==> config.mk <==
export PLATFORM = sky130hd
export DESIGN_NAME = microwave_timer_ctrl
export DESIGN_NICKNAME = d
export VERILOG_FILES = /design/src/rtl/mw_pkg.sv /design/src/rtl/sec_prescaler.sv /design/src/rtl/microwave_timer_ctrl.sv
export SDC_FILE = /design/constraint.sdc
export NUM_CORES = 1
export LEC_CHECK = 0
export CORE_MARGIN = 10
export CORE_UTILIZATION = 54
export CTS_CLUSTER_SIZE = 28
export DETAILED_ROUTE_END_ITERATION = 10
export PLACE_DENSITY_LB_ADDON = 0.25
export SYNTH_ARGS = -nofsm -noshare
export SYNTH_HDL_FRONTEND = slang
export SYNTH_SLANG_ARGS = --single-unit
==> constraint.sdc <==
create_clock -name clk -period 3.6 [get_ports clk]
set_input_delay 0.72 -clock clk [delete_from_list [all_inputs] [get_ports clk]]
set_output_delay 0.72 -clock clk [all_outputs]
set_load 0.01 [all_outputs]
==> src/rtl/mw_pkg.sv <==
// Shared types and constants for the microwave cook timer: state encodings,
// the three-digit BCD time value and its decrement/shift helpers.
package mw_pkg;

    localparam int DIGIT_W = 4;

    typedef logic [DIGIT_W-1:0] digit_t;

    localparam digit_t BCD_NINE = 4'd9;
    localparam digit_t BCD_FIVE = 4'd5;
    localparam digit_t BCD_ONE  = 4'd1;

    typedef enum logic [2:0] {
        IDLE    = 3'd0,
        ENTRY   = 3'd1,
        COOKING = 3'd2,
        PAUSED  = 3'd3,
        DONE    = 3'd4
    } state_t;

    typedef struct packed {
        digit_t mins;
        digit_t tens;
        digit_t ones;
    } bcd_time_t;

    // One-second countdown; sec_tens may hold 6-9 and simply counts down from there.
    function automatic bcd_time_t bcd_time_dec(input bcd_time_t t);
        bcd_time_t r;
        r = t;
        if (t.ones != '0) begin
            r.ones = t.ones - BCD_ONE;
        end else if (t.tens != '0) begin
            r.tens = t.tens - BCD_ONE;
            r.ones = BCD_NINE;
        end else if (t.mins != '0) begin
            r.mins = t.mins - BCD_ONE;
            r.tens = BCD_FIVE;
            r.ones = BCD_NINE;
        end
        return r;
    endfunction

    // Keypad entry scrolls digits in from the right; the old minutes digit drops off.
    function automatic bcd_time_t bcd_shift_in(input bcd_time_t t, input digit_t d);
        bcd_time_t r;
        r.mins = t.tens;
        r.tens = t.ones;
        r.ones = d;
        return r;
    endfunction

endpackage

==> src/rtl/sec_prescaler.sv <==
// Divides clk down to a one-second tick; counts 0..TICKS_PER_SEC-1 while enabled
// and pulses tick for the cycle in which it wraps.
module sec_prescaler #(
    parameter int TICKS_PER_SEC = 100
) (
    input  logic clk,
    input  logic reset,
    input  logic en,
    input  logic clr,
    output logic tick
);

    localparam int CW = (TICKS_PER_SEC > 1) ? $clog2(TICKS_PER_SEC) : 1;
    localparam logic [CW-1:0] LAST = CW'(TICKS_PER_SEC - 1);

    logic [CW-1:0] count_reg;

    // tick must not depend on clr: the controller derives clr from its next state.
    assign tick = en && (count_reg == LAST);

    always_ff @(posedge clk or posedge reset) begin
        if (reset) begin
            count_reg <= '0;
        end else if (clr) begin
            count_reg <= '0;
        end else if (en) begin
            count_reg <= (count_reg == LAST) ? '0 : count_reg + CW'(1);
        end
    end

endmodule

==> src/rtl/microwave_timer_ctrl.sv <==
// Microwave cook-timer controller: keypad BCD entry, per-second countdown,
// door/pause handling, magnetron enable and timed completion beep.
module microwave_timer_ctrl
    import mw_pkg::*;
#(
    parameter int TICKS_PER_SEC = 100,
    parameter int BEEP_SECS     = 3
) (
    input  logic       clk,
    input  logic       reset,
    input  logic       key_valid,
    input  logic [3:0] key_digit,
    input  logic       start,
    input  logic       stop_clear,
    input  logic       door_closed,
    output logic [3:0] sec_ones,
    output logic [3:0] sec_tens,
    output logic [3:0] mins,
    output logic       mag_on,
    output logic       beep,
    output logic [2:0] state_o
);

    localparam int BCW = (BEEP_SECS > 1) ? $clog2(BEEP_SECS) : 1;
    localparam logic [BCW-1:0] BEEP_LAST = BCW'(BEEP_SECS - 1);

    state_t         state_reg, state_next;
    bcd_time_t      time_reg, time_next, time_dec_val;
    logic [BCW-1:0] beep_cnt_reg, beep_cnt_next;
    logic           mag_on_reg, beep_reg;
    logic           tick, presc_en, presc_clr;
    logic           key_ok, time_zero, dec_zero;

    // The prescaler restarts from zero on every state change so a resumed or
    // new timed phase always gets a full first second.
    assign presc_en  = (state_reg == COOKING) || (state_reg == DONE);
    assign presc_clr = !presc_en || (state_next != state_reg);

    sec_prescaler #(
        .TICKS_PER_SEC(TICKS_PER_SEC)
    ) u_sec_prescaler (
        .clk  (clk),
        .reset(reset),
        .en   (presc_en),
        .clr  (presc_clr),
        .tick (tick)
    );

    always_comb begin
        state_next    = state_reg;
        time_next     = time_reg;
        beep_cnt_next = beep_cnt_reg;
        key_ok        = key_valid && (key_digit <= BCD_NINE);
        time_dec_val  = bcd_time_dec(time_reg);
        time_zero     = (time_reg == '0);
        dec_zero      = (time_dec_val == '0);

        case (state_reg)
            IDLE, ENTRY: begin
                if (stop_clear) begin
                    if (state_reg == ENTRY) begin
                        time_next  = '0;
                        state_next = IDLE;
                    end
                end else if (start) begin
                    if (door_closed && !time_zero) begin
                        state_next = COOKING;
                    end
                end else if (key_ok) begin
                    time_next  = bcd_shift_in(time_reg, key_digit);
                    state_next = ENTRY;
                end
            end
            COOKING: begin
                // Completion outranks a door opening in the same cycle.
                if (stop_clear) begin
                    state_next = PAUSED;
                end else if (tick && dec_zero) begin
                    time_next     = '0;
                    beep_cnt_next = '0;
                    state_next    = DONE;
                end else if (!door_closed) begin
                    state_next = PAUSED;
                end else if (tick) begin
                    time_next = time_dec_val;
                end
            end
            PAUSED: begin
                if (stop_clear) begin
                    time_next  = '0;
                    state_next = IDLE;
                end else if (start && door_closed) begin
                    state_next = COOKING;
                end
            end
            DONE: begin
                // Any user event silences the beeper and is otherwise swallowed.
                if (stop_clear || start || key_valid) begin
                    state_next = IDLE;
                end else if (tick) begin
                    if (beep_cnt_reg == BEEP_LAST) begin
                        state_next = IDLE;
                    end else begin
                        beep_cnt_next = beep_cnt_reg + BCW'(1);
                    end
                end
            end
            default: begin
                time_next  = '0;
                state_next = IDLE;
            end
        endcase
    end

    always_ff @(posedge clk or posedge reset) begin
        if (reset) begin
            state_reg    <= IDLE;
            time_reg     <= '0;
            beep_cnt_reg <= '0;
            mag_on_reg   <= 1'b0;
            beep_reg     <= 1'b0;
        end else begin
            state_reg    <= state_next;
            time_reg     <= time_next;
            beep_cnt_reg <= beep_cnt_next;
            mag_on_reg   <= (state_next == COOKING);
            beep_reg     <= (state_next == DONE);
        end
    end

    assign mins     = time_reg.mins;
    assign sec_tens = time_reg.tens;
    assign sec_ones = time_reg.ones;
    assign mag_on   = mag_on_reg;
    assign beep     = beep_reg;
    assign state_o  = state_reg;

endmodule

After elaboration in Yosys (flattened, before gate mapping)
Cells that the tools add are included.

$add $sub $neg: 5. Order comparisons: 1. Equal/unequal tests: 20. Mux-type cells: 38. Bitwise logic cells: 1. Reduce and logical (&&, ||, !) cells: 22.

Operator list (count): two-way mux 12 bit (10); case mux 12 bit (4 select lines) (1); two-way mux 3 bit (13); logical NOT 12 bit (2); two-way mux 7 bit (3); two-way mux 8 bit (2); case mux 3 bit (4 select lines) (1); nonzero test 4 bit (3); subtractor 4 x 1 -> 4 bit (second input constant) (3); two-way mux 2 bit (5); inequality test 2 bit (second input constant) (5); == test 3 x 2 -> 1 bit (second input constant) (3); inequality test 3 bit (second input constant) (3); two-way mux 4 bit (2); AND reduction 8 bit (1); adder 7 x 1 -> 7 bit (second input constant) (1); == test 7 bit (second input constant) (1); == test 3 bit (second input constant) (2); inequality test 3 x 2 -> 1 bit (second input constant) (2); AND reduction 6 bit (1); logical AND 1 bit (5); less-or-equal comparator 4 bit (second input constant) (1); logical OR 1 bit (4); case mux 2 bit (2 select lines) (1); other kinds (10) (12).

Bits in registers: 26. Input bits: 10. Output and inout bits: 17. Logic and storage cells: 95.

Depth between registers and ports, before layout
Gate-level depths: netlist (run 1).

Word-level depth: 12. Gate-level depth with buffers: 11. Depth with buffers taken out: 9.

By module
A second synthesis (run 1) with hierarchy kept.

Cell total of the unflattened synthesis: 239. Area, all modules: 2085.8 um^2.

By module, submodules not included: microwave_timer_ctrl (instances 1, cells an instance 197, area each 1685.4 um^2, seq. area each 475.5 um^2); sec_prescaler (instances 1, cells an instance 42, area each 400.4 um^2, seq. area each 175.2 um^2).

Least setup slack after synthesis (run 1)
OpenSTA, ideal clock, no wires.

Kind: reg-to-reg. Start point: reg time_reg, in the netlist sec_ones[0]. End point: reg beep_cnt_reg[0]. Library setup time: 0.125 ns. Arrival: 2.995 ns. Data required time: 3.475 ns. Setup slack: 0.480 ns. Stages on the path, launching flop included: 11. Path buffers: 1. Clock period less this slack: 3.120 ns. Cell sequence: dfrtp_1 -> inv_1 -> ha_1 -> or3b_1 -> buf_2 -> or4_4 -> mux2_4 -> nor4_1 -> nand3_1 -> a21oi_1 -> mux2_2.

Word-level cells in the longest chain between the ends: 7. Elaborated cells on any way between the ends: 10. Classes of those cells: 1 x add/sub; 1 x eq/ne; 4 x mux; 4 x reduce/logical.

Ends and longest elaborated chain: start: declaration (RTL line microwave_timer_ctrl.sv:28) `bcd_time_t time_reg, time_next, time_dec_val;`; start signal: assignment (RTL line microwave_timer_ctrl.sv:124) `time_reg <= time_next;`; parallel branches: the longest is 3 deep, another holds subtractor 4 x 1 -> 4 bit; logical NOT 12 bit * (RTL line microwave_timer_ctrl.sv:56) `dec_zero = (time_dec_val == '0);`; logical AND 1 bit * (RTL line microwave_timer_ctrl.sv:78) `end else if (tick && dec_zero) begin`; inequality test 2 x 1 -> 1 bit (no line) *; AND reduction 6 bit (no line) *; end signal: assignment (RTL line microwave_timer_ctrl.sv:125) `beep_cnt_reg <= beep_cnt_next;`; end: declaration (RTL line microwave_timer_ctrl.sv:29) `logic [BCW-1:0] beep_cnt_reg, beep_cnt_next;`.

Mark *: on every way between the ends. A chain may end at the register's enable or synchronous reset.

Final worst setup path (run 1)
Start point: reg time_reg, in the netlist sec_tens[0]. End point: reg time_reg, in the netlist mins[0].

Word-level cells in the longest chain between the ends: 8. Elaborated cells on any way between the ends: 20. Classes of those cells: 1 x add/sub; 2 x eq/ne; 13 x mux; 4 x reduce/logical.

Ends and longest elaborated chain: subtractor 4 x 1 -> 4 bit (tied with other cells) (RTL line mw_pkg.sv:34) `r.tens = t.tens - BCD_ONE;`; two-way mux 8 bit or two-way mux 4 bit (tied branches) (RTL line mw_pkg.sv:33) `end else if (t.tens != '0) begin`; two-way mux 8 bit or two-way mux 4 bit (tied branches) (RTL line mw_pkg.sv:31) `if (t.ones != '0) begin`; logical NOT 12 bit or two-way mux 12 bit (tied branches) (RTL line microwave_timer_ctrl.sv:56, microwave_timer_ctrl.sv:84); logical AND 1 bit or two-way mux 12 bit (tied branches) (RTL line microwave_timer_ctrl.sv:78, microwave_timer_ctrl.sv:82); two-way mux 12 bit (RTL line microwave_timer_ctrl.sv:78); two-way mux 12 bit (RTL line microwave_timer_ctrl.sv:76) `if (stop_clear) begin`; case mux 12 bit (4 select lines) (RTL line microwave_timer_ctrl.sv:58) `case (state_reg)`.

Parallel ways exist; a longest one is shown, timed or not. The select of a mux whose other input is x is not followed.

==> results of run 1 <==
==> report_power, final <==
part	switching, mW	leakage, nW	total, mW	internal, mW
registers	0.122	0.342	0.484	0.362
logic	0.442	0.530	0.824	0.382
clock network	0.0943	0.0279	0.207	0.113
total	0.659	0.899	1.52	0.857
==> cell type report <==
| class | count | area (um2) | share of cell area (%) |
|---|---|---|---|
| multi-input cells | 171 | 1100 | 49.3 |
| repair buffers | 33 | 313 | 14.0 |
| clock inverters | 1 | 30.0 | 1.35 |
| clock buffers | 3 | 22.5 | 1.01 |
| inverters | 15 | 56.3 | 2.53 |
| well taps | 46 | 57.6 | 2.58 |
| flip-flops and latches | 26 | 651 | 29.2 |
==> per-stage QoR <==
step	cell area, um2	util (%)
after floorplan	1850	-
after global placement	2180	65.2
after detailed placement	2180	65.2
after CTS	2230	66.8
after global routing	2230	66.8
final	2230	66.8
==> cell families (layout without fill, tap and decap cells) <==
| logic type | count (synthesis) | in the layout | share of synthesized area, % |
|---|---|---|---|
| DFF | 26 | 26 | 35.1 |
| AOI/OAI and AO/OA | 65 | 65 | 22.8 |
| and+or+nand+nor | 88 | 88 | 25.9 |
| muxes | 6 | 6 | 3.65 |
| adders and majority gates | 6 | 6 | 4.05 |
| xor gates and xnor gates | 6 | 6 | 2.84 |
| buffers and inverters | 25 | 52 | 5.60 |
==> synthesized netlist by cell type, types with 4 or more instances <==
master,count,area share [%]
a211oi_1,4,1.6
a21oi_1,17,4.6
clkbuf_1,6,1.2
dfrtp_1,26,35
ha_1,6,4.1
inv_1,15,3.0
nand2_1,13,2.6
nand2b_1,6,2.0
nand3_1,8,2.2
nor2_1,20,4.1
nor2b_1,4,1.4
nor3_1,11,3.0
nor3b_1,4,1.6
nor4_1,5,1.7
o21ai_0,20,5.4
==> layer usage <==
layer | routed length (um) | share of wire [%]
met2 | 2130 | 45
met5 | 0 | 0
met3 | 383 | 8.1
met1 | 2140 | 45
met4 | 57 | 1.2
==> worst max path at each step <==
stage	from	endpoint	slack, ns	cells after the start
2_1_floorplan	sec_ones[0]	beep_cnt_reg[0]	0.48	10
3_3_place_gp	sec_tens[0]	sec_tens[1]	0.29	10
3_5_place_dp	sec_tens[0]	sec_tens[1]	0.26	10
4_1_cts	sec_tens[0]	mins[0]	0.22	9
5_1_grt	sec_tens[0]	mins[0]	0.03	9
6_report	sec_tens[0]	mins[0]	0.18	9
==> reports/metrics.yaml, run 1 <==
ys_seq_area_share_pct: 35.1
hold_depth: 1
final_max_slew_viol_count: 0
drtAntennaViolNets: 0
peakVddDrop_mv: 0.445
clkTransAtPathRegs_ns: 0.15
syn-cell-area_mm2: 0.00185
vias: 1794
antenna-diode-count: 0
synth-edff-count: 0
synth_fp_nets: 238
r2r_setup_slack_ns: 0.18
h-tree-depth: 1
drt_first_iter_violations: 160
synthArstFlopShare_pct: 100
fin_skew_ns: 0.00959
clk_latency_ns: 0.34
avgSynthCellArea_um2: 8.35
die_w_um: 78.6
hold_violations: 0
hp-start: "u_sec_prescaler.count_reg[0]"
synth-seq-cells: 26
hold_class: "flop to flop"
syn_to_final_growth_pct: 20.3
row_count: 21
cp-start-kind: "flop"
cp_top_family: "simple AND/OR/NAND/NOR gates"
worstReg2RegStart: "sec_tens[0]"
worstPathArrival_ns: 3.68
cts_buffer_depth: 2
post_cts_buffers: 0
place_ws_ns: 0.259
antenna_found_initial: 0
min_to: "u_sec_prescaler.count_reg[0]"
fin_ws_ns: 0.180
wl_per_cell_um: 16.0
power.density_mw_per_mm2: 680
holdBufCountCts: 0
firstDrtPassIters: 4
total_power_mw: 1.52
grt-busiest-layer: "met2"
yosys.cell_types.count: 51
cp_max_fo: 14
drt_wl_total_mm: 4.71
drive_gt1_share_pct: 9.64
hold_slack_ns: 0.489
io_pins: 27
r2r_cells: 9
grt_pass1_wl_mm: 8.14
yosysWarnings: 0
grt_util_met2_pct: 23.6
slew_headroom_pct: 34.1
cts_root_buf: "clkbuf_4"
r2r_end: "mins[0]"
critPathKind: "flop to flop"
p_leak_nw: 0.899
place_inst: 291
core-area_mm2: 0.00334
grt_usage_pct: 15.6
grt_start_max_net_pins: 27
setup_viol: 0
overflow: 0
start_util_pct: 55.5
gp_congestion: 0.929
worst_ep_required_time_ns: 3.86
tightest_slew_ns: 0.987
largest_reg_flops: 7
grt_use_met1_pct: 22.0
grt_pass1_vias: 1679
synth-main-ff-cell: "dfrtp_1"
numCtsBuffers: 3
drc: 0
max-cap-violations: 0
place.port_buffers: 26
ctsResizeCount: 0
fmax_mhz: 292
cp_num_buf_inv: 2
cts_tree: "done"
fp.dieArea_mm2: 0.00617
setup_tns_ns: 0
viasPerCell: 6.08
synth_cells: 222
fillers: 317
use_met3_pct: 2.85
slowest_stage: "or3b_2"
mostFrequentLayoutCells: "dfrtp_1, clkdlybuf4s50_1, nor2_1, o21ai_0, a21oi_1"
crit_chain: "inv_1, ha_1, or3b_2, or4_4, mux2_4, o41ai_2, nand3_2, buf_4, o21ai_0"
post-route-min-period_ns: 3.42
status: "completed"
place_hpwl_mm: 3.51
cp-end-kind: "flop"
cpPeakStageDelay_ns: 0.51
die_h_um: 78.6
rsz0062_at_grt: "no"
final_cells: 295
period_share_pct: 95.0
clkSinkCount: 26
final_nets: 266
Note: power is estimated with default switching activity, not from simulation.
==> run 2, diff against run 1 <==
--- a/config.mk
+++ b/config.mk
@@ -5,7 +5,6 @@
 export SDC_FILE = /design/constraint.sdc
 export NUM_CORES = 1
 export LEC_CHECK = 0
-export CORE_MARGIN = 10
 export CORE_UTILIZATION = 54
 export CTS_CLUSTER_SIZE = 28
 export DETAILED_ROUTE_END_ITERATION = 10
==> reports/metrics.yaml, run 2 (synthesis gave the netlist of run 1 again) <==
drc: 0  # unchanged
placed_area_mm2: 0.00217  # was 0.00218 mm2
vias: 1792  # was 1794
grt_start_max_net_pins: 27  # unchanged
drtAntennaViolNets: 0  # unchanged
post-route-min-period_ns: 3.31  # was 3.42 ns
worst_ep_required_time_ns: 3.84  # was 3.86 ns
place_hpwl_mm: 3.25  # was 3.51 mm
final_area_mm2: 0.00223  # about the same
final_cells: 293  # was 295
numCtsBuffers: 3  # unchanged
place.port_buffers: 26  # unchanged
antenna_found_initial: 0  # unchanged
period_share_pct: 91.8  # was 95.0%
wl_met2_mm: 2.06  # was 2.13 mm
grt_pass1_wl_mm: 7.51  # was 8.14 mm
fin_ws_ns: 0.294  # was 0.180 ns
h-tree-depth: 1  # unchanged
power.density_mw_per_mm2: 681  # was 680 mW/mm2
rsz0062_at_grt: "no"  # unchanged
start_util_pct: 58.8  # was 55.5%
drive_gt1_share_pct: 9.64  # unchanged
fin_skew_ns: 0.0136  # was 0.00959 ns
grt_usage_pct: 27.4  # was 15.6%
clk_latency_ns: 0.35  # was 0.34 ns
holdBufCountCts: 0  # unchanged
r2r_end: "beep_cnt_reg[1]"  # was mins[0]
overflow: 0  # unchanged
ctsResizeCount: 0  # unchanged
die_w_um: 60.6  # was 78.6 um
firstDrtPassIters: 4  # unchanged
cp-start-kind: "flop"  # unchanged
cpPeakStageDelay_ns: 0.50  # was 0.51 ns
drt_first_iter_violations: 99  # was 160
worstPathArrival_ns: 3.55  # was 3.68 ns
hold_violations: 0  # unchanged
mostFrequentLayoutCells: "dfrtp_1, clkdlybuf4s50_1, nor2_1, o21ai_0, a21oi_1"  # unchanged
hold_class: "flop to flop"  # unchanged
cts_tree: "done"  # unchanged
cts_root_buf: "clkbuf_4"  # unchanged
final_max_slew_viol_count: 0  # unchanged
place_ws_ns: 0.376  # was 0.259 ns
r2r_setup_slack_ns: 0.29  # was 0.18 ns
fmax_mhz: 302  # was 292 MHz
crit_chain: "inv_1, ha_1, or3b_2, or4_4, mux2_4, nor4_1, nand3_1, a21oi_1, mux2_2"  # was inv_1, ha_1, or3b_2, or4_4, mux2_4, o41ai_2, nand3_2, buf_4, o21ai_0
cp-end-kind: "flop"  # unchanged
io_pins: 27  # unchanged
post_cts_buffers: 0  # unchanged
gp_congestion: 0.907  # was 0.929
top_layer: "met4"  # unchanged
worstSetupStartpoint: "sec_tens[0]"  # unchanged
setup.worst_path.end: "beep_cnt_reg[1]"  # was mins[0]
cts_buffer_depth: 2  # unchanged
largest_reg_flops: 7  # unchanged
setup_viol: 0  # unchanged
core-area_mm2: 0.00315  # was 0.00334 mm2
syn_to_final_growth_pct: 20.1  # was 20.3%
final_nets: 266  # unchanged
route.met3.wl_um: 305  # was 383 um
total_power_mw: 1.52  # about the same
r2r_cells: 9  # unchanged
max-cap-violations: 0  # unchanged
drt-met1-wl_mm: 2.14  # unchanged
grt_pass1_vias: 1621  # was 1679
fp.dieArea_mm2: 0.00367  # was 0.00617 mm2
tightest_slew_ns: 0.998  # was 0.987 ns
status: "completed"  # unchanged
row_count: 20  # was 21
slowest_stage: "or3b_2"  # unchanged
drt_wl_total_mm: 4.61  # was 4.71 mm
peakVddDrop_mv: 0.432  # was 0.445 mV
worstReg2RegStart: "sec_tens[0]"  # unchanged
p_leak_nw: 0.899  # unchanged
viasPerCell: 6.12  # was 6.08
die_h_um: 60.6  # was 78.6 um
fillers: 274  # was 317
place_inst: 289  # was 291
cp_max_fo: 6  # was 14
clkSinkCount: 26  # unchanged
clkTransAtPathRegs_ns: 0.16  # was 0.15 ns
setup_tns_ns: 0  # unchanged
slew_headroom_pct: 33.4  # was 34.1%
wl_per_cell_um: 15.7  # was 16.0 um
critPathKind: "flop to flop"  # unchanged
antenna-diode-count: 0  # unchanged
==> run 2: cell counts in the layout (fill, tap and decap cells not counted) <==
Identical to the previous run, type by type.
==> run 2: routing by layer <==
layer	track usage, %	vias to the layer above
li1	-	869
met1	39.9	836
met2	42.2	74
met3	2.35	13
met4	11.0	0
met5	0	-
==> run 2: power breakdown <==
part | internal, mW | switching [mW] | total, mW
clock network | 0.113 | 0.0984 | 0.211
registers | 0.362 | 0.118 | 0.480
logic | 0.383 | 0.441 | 0.824
==> run 2: area by class of cell <==
| cell class | count | area (um2) | share of cell area, % |
|---|---|---|---|
| multi-input cells | 171 | 1100 | 49.4 |
| flip-flops and latches | 26 | 651 | 29.2 |
| clock buffers | 3 | 22.5 | 1.01 |
| well taps | 44 | 55.1 | 2.47 |
| clock inverters | 1 | 30.0 | 1.35 |
| inverters | 15 | 56.3 | 2.53 |
| repair buffers | 33 | 313 | 14.1 |
==> run 2: worst min path at each step <==
stage	from	end	depth (start not counted)
floorplan	u_sec_prescaler.count_reg[0]	u_sec_prescaler.count_reg[0]	1
global placement	u_sec_prescaler.count_reg[0]	u_sec_prescaler.count_reg[0]	1
detailed placement	u_sec_prescaler.count_reg[0]	u_sec_prescaler.count_reg[0]	1
CTS	u_sec_prescaler.count_reg[0]	u_sec_prescaler.count_reg[0]	1
global route	u_sec_prescaler.count_reg[0]	u_sec_prescaler.count_reg[0]	1
finish	u_sec_prescaler.count_reg[0]	u_sec_prescaler.count_reg[0]	1
==> run 2: per-stage QoR <==
stage | util [%] | hold WS [ns]
6_report | 70.6 | 0.485
5_1_grt | 70.6 | 0.521
4_1_cts | 70.6 | 0.490
3_5_place_dp | 68.9 | 0.472
3_3_place_gp | 68.9 | 0.467
2_1_floorplan | - | 0.444
==> run 2: critical path, delay by kind of cell (launching register included) <==
kind / cells / cell delay [ns]
fa+ha+maj: 1 / 0.25
compound gates: 1 / 0.27
simple gates: 4 / 1.37
mux: 2 / 0.70
flops: 1 / 0.46
buf+inv: 1 / 0.13
